File: config.mk
export PLATFORM = sky130hd
export DESIGN_NAME = controle_jogo_matriz
export DESIGN_NICKNAME = d
export VERILOG_FILES = /design/src/rtl/jogo_pkg.sv /design/src/rtl/debounce_botao.sv /design/src/rtl/controle_jogo_matriz.sv
export SDC_FILE = /design/constraint.sdc
export NUM_CORES = 1
export LEC_CHECK = 0
export CORE_ASPECT_RATIO = 1.4
export CORE_MARGIN = 2
export CORE_UTILIZATION = 54
export CTS_BUF_LIST = sky130_fd_sc_hd__clkbuf_4
export CTS_CLUSTER_SIZE = 8
export DETAILED_ROUTE_END_ITERATION = 12
export MAX_ROUTING_LAYER = met4
export PLACE_DENSITY_LB_ADDON = 0.12
export SLEW_MARGIN = 20
export SYNTH_ARGS = -nofsm -noshare
export SYNTH_HDL_FRONTEND = slang
export SYNTH_SLANG_ARGS = --single-unit
File: constraint.sdc
create_clock -name clk -period 4.23 [get_ports clk]
set_clock_uncertainty 0.2 [all_clocks]
set_input_delay 1.269 -clock clk [delete_from_list [all_inputs] [get_ports clk]]
set_output_delay 1.269 -clock clk [all_outputs]
set_load 0.01 [all_outputs]
File: src/rtl/jogo_pkg.sv
// jogo_pkg: shared constants and state encoding for the LED-matrix game control
package jogo_pkg;
  localparam int N_BOTOES = 8;
  localparam int NV_W = 3;
  typedef enum logic [2:0] {
    OCIOSO  = 3'd0,
    LIMPA   = 3'd1,
    JOGANDO = 3'd2,
    CELEBRA = 3'd3,
    VITORIA = 3'd4,
    DERROTA = 3'd5
  } estado_t;
endpackage

File: src/rtl/debounce_botao.sv
// debounce_botao: 2-flop synchronizer, stability counter and debounced rising-edge pulse
module debounce_botao #(
  parameter int DEBOUNCE_CYC = 16
) (
  input  logic clk,
  input  logic rst,
  input  logic botao,
  output logic pulso
);
  localparam int W = $clog2(DEBOUNCE_CYC + 1);
  logic s1, s2, estavel, aceita;
  logic [W-1:0] cnt;
  assign aceita = (s2 != estavel) && (cnt == W'(DEBOUNCE_CYC - 1));
  assign pulso = aceita && s2;
  always_ff @(posedge clk or posedge rst)
    if (rst) begin
      s1 <= 1'b0;
      s2 <= 1'b0;
      estavel <= 1'b0;
      cnt <= '0;
    end else begin
      s1 <= botao;
      s2 <= s1;
      cnt <= (s2 == estavel || aceita) ? '0 : cnt + W'(1);
      if (aceita) estavel <= s2;
    end
endmodule

File: src/rtl/controle_jogo_matriz.sv
// controle_jogo_matriz: conditions buttons into one-hot toggle pulses and sequences game levels
module controle_jogo_matriz
  import jogo_pkg::*;
#(
  parameter int NUM_NIVEIS   = 5,
  parameter int DEBOUNCE_CYC = 16,
  parameter int CELEB_CYC    = 32,
  parameter int MAX_JOGADAS  = 63
) (
  input  logic                clk,
  input  logic                rst,
  input  logic                iniciar,
  input  logic [N_BOTOES-1:0] botoes_in,
  input  logic                nivel_concluido,
  output logic [N_BOTOES-1:0] botoes_out,
  output logic                rst_matriz,
  output logic [NV_W-1:0]     nivel,
  output logic [5:0]          jogadas,
  output logic [2:0]          estado,
  output logic                vitoria,
  output logic                derrota
);
  localparam int CW = $clog2(CELEB_CYC + 1);
  localparam logic [5:0] MAX = 6'(MAX_JOGADAS);
  estado_t st;
  logic [N_BOTOES-1:0] rise, pend, grant;
  logic [1:0] settle;
  logic [CW-1:0] celeb;
  logic elig, livre, celeb_done, ultimo, restart, enter_limpa;
  for (genvar i = 0; i < N_BOTOES; i++) begin : g_db
    debounce_botao #(.DEBOUNCE_CYC(DEBOUNCE_CYC)) u_db (
      .clk(clk), .rst(rst), .botao(botoes_in[i]), .pulso(rise[i])
    );
  end
  assign estado = st;
  assign elig = (st == JOGANDO) && (settle == 2'd0);
  assign grant = elig ? (pend & (-pend)) : '0;
  assign livre = elig && (pend == '0);
  assign celeb_done = (st == CELEBRA) && (celeb == CW'(CELEB_CYC - 1));
  assign ultimo = nivel == NV_W'(NUM_NIVEIS - 1);
  assign restart = iniciar && (st == OCIOSO || st == VITORIA || st == DERROTA);
  assign enter_limpa = restart || (celeb_done && !ultimo);
  always_ff @(posedge clk or posedge rst)
    if (rst) begin
      st <= OCIOSO;
      pend <= '0;
      botoes_out <= '0;
      rst_matriz <= 1'b0;
      settle <= 2'd0;
      celeb <= '0;
      nivel <= '0;
      jogadas <= '0;
      vitoria <= 1'b0;
      derrota <= 1'b0;
    end else begin
      botoes_out <= grant;
      pend <= (st == JOGANDO) ? ((pend & ~grant) | rise) : '0;
      rst_matriz <= enter_limpa;
      settle <= (enter_limpa || grant != '0) ? 2'd2 : (st == JOGANDO && settle != 2'd0) ? settle - 2'd1 : settle;
      jogadas <= enter_limpa ? '0 : (grant != '0 && jogadas != MAX) ? jogadas + 6'd1 : jogadas;
      celeb <= (st == CELEBRA) ? celeb + CW'(1) : '0;
      if (st == VITORIA && iniciar) nivel <= '0;
      else if (celeb_done && !ultimo) nivel <= nivel + NV_W'(1);
      vitoria <= (st == VITORIA) ? !iniciar : (celeb_done && ultimo);
      derrota <= (st == DERROTA) ? !iniciar : (livre && !nivel_concluido && jogadas == MAX);
      case (st)
        OCIOSO, VITORIA, DERROTA: if (iniciar) st <= LIMPA;
        LIMPA: st <= JOGANDO;
        JOGANDO: if (livre) st <= nivel_concluido ? CELEBRA : (jogadas == MAX) ? DERROTA : JOGANDO;
        CELEBRA: if (celeb_done) st <= ultimo ? VITORIA : LIMPA;
        default: st <= OCIOSO;
      endcase
    end
endmodule

==> out/results.ini <==
[worst_setup_path]
critical-path-top-delay-family = buffers and inverters
crit_fanout = 14
critPathMaxStageDelay_ps = 610
r2r_start = estado[0]$_DFFE_PP0P_
path_class = reg2out
r2r_end = botoes_out[7]$_DFF_PP0_
end_kind = output port
rrSetupSlack_ps = 1870
reg2reg_depth = 4
crit_chain = clkdlybuf4s50_1
start_kind = flip-flop
cp_data_required_time_ps = 2760
cp_slowest_cell = clkdlybuf4s50_1
worstPathArrival_ps = 1660
critPathBufInv = 1

[logic_synthesis]
seq_area_frac_synth_pct = 59.0
ys_types = 49
synth_edf_count = 0
synth_cells = 389
synthFlopType = dfrtp_1
ys_seq_elements = 103
synth_area_per_cell_sq_um = 11.2
synth_nets = 422
async_flop_share_pct = 100
synth_area_sq_um = 4370
yosysWarnings = 0

[final_layout]
seq_area_sq_um = 2580
multi_input_area_sq_um = 1630
insertedDiodeCount = 0
drive_gt1_share_pct = 6.02
fillers = 629
area.growth.synth_to_final_pct = 13.4
nets = 461
final_cells = 532

[power]
power.internal_mw = 1.49
p_sw_mw = 0.659
power_density_nw_per_um2 = 435
switching_share_pct = 30.6
total_power_mw = 2.15
clkPwrFrac_pct = 22.4
p_comb_share_pct = 22.2
ir_drop_mv = 0.234
power_frac_seq_pct = 55.4
p_leak_nw = 2.31

[placed_design]
portBuffers = 34
place.gp.congestion = 0.742
post-place-cells = 517
dp_slack_ps = 1410
dp_hpwl_um = 5170

[hold_path]
hold_class = reg2reg
hold_start = g_db[7].u_db.s1$_DFF_PP0_
worst_hold_path.num_cells = 0
min_to = g_db[7].u_db.s2$_DFF_PP0_

[global_route]
grt_pass1_wl_um = 13000
grt_max_degree = 44
grt_pass1_vias = 2973
antenna_found_initial = 0
groute.usage.overall_pct = 19.4
grt_overflow = 0

[sta]
rsz0062_at_grt = false
hold_slack_ps = 164
final-max-slew-violation-count = 0
hold_violations = 0
period_share_pct = 73.9
fin_setup_tns_ps = 0
worst_pin_slew_ps = 702
setup_viol = 0
max_freq_ghz = 0.320
slew_headroom_pct = 52.8
setup_slack_ps = 1110
fin_crit_ps = 3120

[floorplanning]
ios = 35
initial_core_util_pct = 56.0
dieHeight_um = 110
core_sq_um = 7800
chipWidth_um = 80.0
num_rows = 38
dieArea_sq_um = 8830

[cts]
cts_made_buffers = 9
cts_root_buf = clkbuf_4
clock_latency_ps = 460
ctsLongestPathBuffers = 2
clk_pin_slew_worst_paths_ps = 150
cts.repair.resized = 0
cts_setup_buffers = 0
clkSinkCount = 103
cts-hold-fix-buffers = 0
htreeDepth = 3
cts_tree = done

[status]
status = finished, final reports clean

[routing]
wl_um = 7250
drc_errors = 0
final_antenna_net_count = 0
vias = 2834
first_pass_iters = 4
routedWlPerCell_um = 13.6
vias_per_cell = 5.33
drt_iter0_drc = 147

[job]
cap_violations = 0

## worst max-delay path by stage
| stage | from | to | slack [ps] | cells after the start |
|---|---|---|---|---|
| 5_1_grt | estado[0]$_DFFE_PP0P_ | estado[0] | 1000 | 1 |
| 4_1_cts | estado[0]$_DFFE_PP0P_ | estado[0] | 1080 | 1 |
| 6_report | estado[0]$_DFFE_PP0P_ | estado[0] | 1110 | 1 |
| 3_3_place_gp | iniciar | settle[1]$_DFFE_PP0P_ | 1420 | 3 |
| 3_5_place_dp | iniciar | settle[1]$_DFFE_PP0P_ | 1410 | 3 |
| 2_1_floorplan | rst | botoes_out[0]$_DFF_PP0_ | 60 | 1 |
## synth_stat cells, drive strengths merged (3+ instances only)
master	instances	area [sq um]
a211oi	4	30.0
a21o	4	30.0
a21oi	12	60.1
a311oi	3	26.3
and2	4	25.0
and3	11	68.8
buf	5	27.5
clkbuf	3	11.3
dfrtp	103	2580
ha	21	263
inv	32	120
mux2	4	45.0
nand2	10	37.5
nand2b	10	62.6
nand3	16	80.1
nand3b	4	30.0
nor2	63	236
nor3	4	31.3
nor3b	4	30.0
nor4	3	25.0
o21ai	9	45.0
or3	4	25.0
xnor2	11	96.3
xor2	19	166
## power groups by stage
stage	clock network, mW	registers, mW	logic (mW)
after global placement	0	1.21	0.468
after detailed placement	0	1.21	0.482
after floorplan	0	1.19	0.314
after CTS	0.499	1.19	0.484
after global routing	0.542	1.21	0.543
final	0.482	1.19	0.478
## flip-flops by register name (all words and copies together) (netlist names), 2 cells and up
register	count
settle	2
estado	3
g_db.u_db.s2	8
jogadas	6
g_db.u_db.cnt	40
g_db.u_db.s1	8
botoes_out	8
pend	8
g_db.u_db.estavel	8
nivel	3
celeb	6
## final cells by class
class	instances	share of cell area [%]
clock inverters	6	1.26
inverters	32	2.47
clock buffers	9	1.36
flip-flops and latches	103	52.0
well taps	100	2.53
repair buffers	36	7.42
multi-input cells	246	32.9
## through the flow
step	util, %	cell area, sq um
floorplan	-	4370
global placement	61.9	4820
detailed placement	61.9	4820
CTS	63.5	4950
global route	63.5	4950
finish	63.5	4950
## routing by layer
| layer | wire, um | share of wire, % | up-vias | global-route usage [%] |
|---|---|---|---|---|
| met5 | 0 | 0 | - | - |
| met4 | 152 | 2.1 | 0 | 7.57 |
| met3 | 291 | 4.0 | 15 | 4.58 |
| met2 | 3660 | 50 | 54 | 31.7 |
| met1 | 3150 | 43 | 1372 | 22.9 |
| li1 | - | - | 1393 | - |
## cell families (layout without fill, tap and decap cells)
logic type	count (synthesis)	in the layout	share of synthesized area, %
buffers and inverters	40	83	3.64
XOR/XNOR	30	30	6.02
AND/OR/NAND/NOR	143	143	16.8
AO/OA/AOI/OAI	46	46	7.02
adder cells (fa/ha/maj)	21	21	6.02
flip-flops	103	103	59.0
multiplexers	6	6	1.49
## placed cells by master (no fill, tap or decap), types with 10 or more instances in the layout
master / count
a21oi_1: 12
and3_1: 11
clkdlybuf4s50_1: 34
dfrtp_1: 103
ha_1: 21
inv_1: 31
nand2_1: 10
nand2b_1: 10
nand3_1: 16
nor2_1: 63
xnor2_1: 11
xor2_1: 19
No activity file was read; power rests on OpenSTA's default activity.
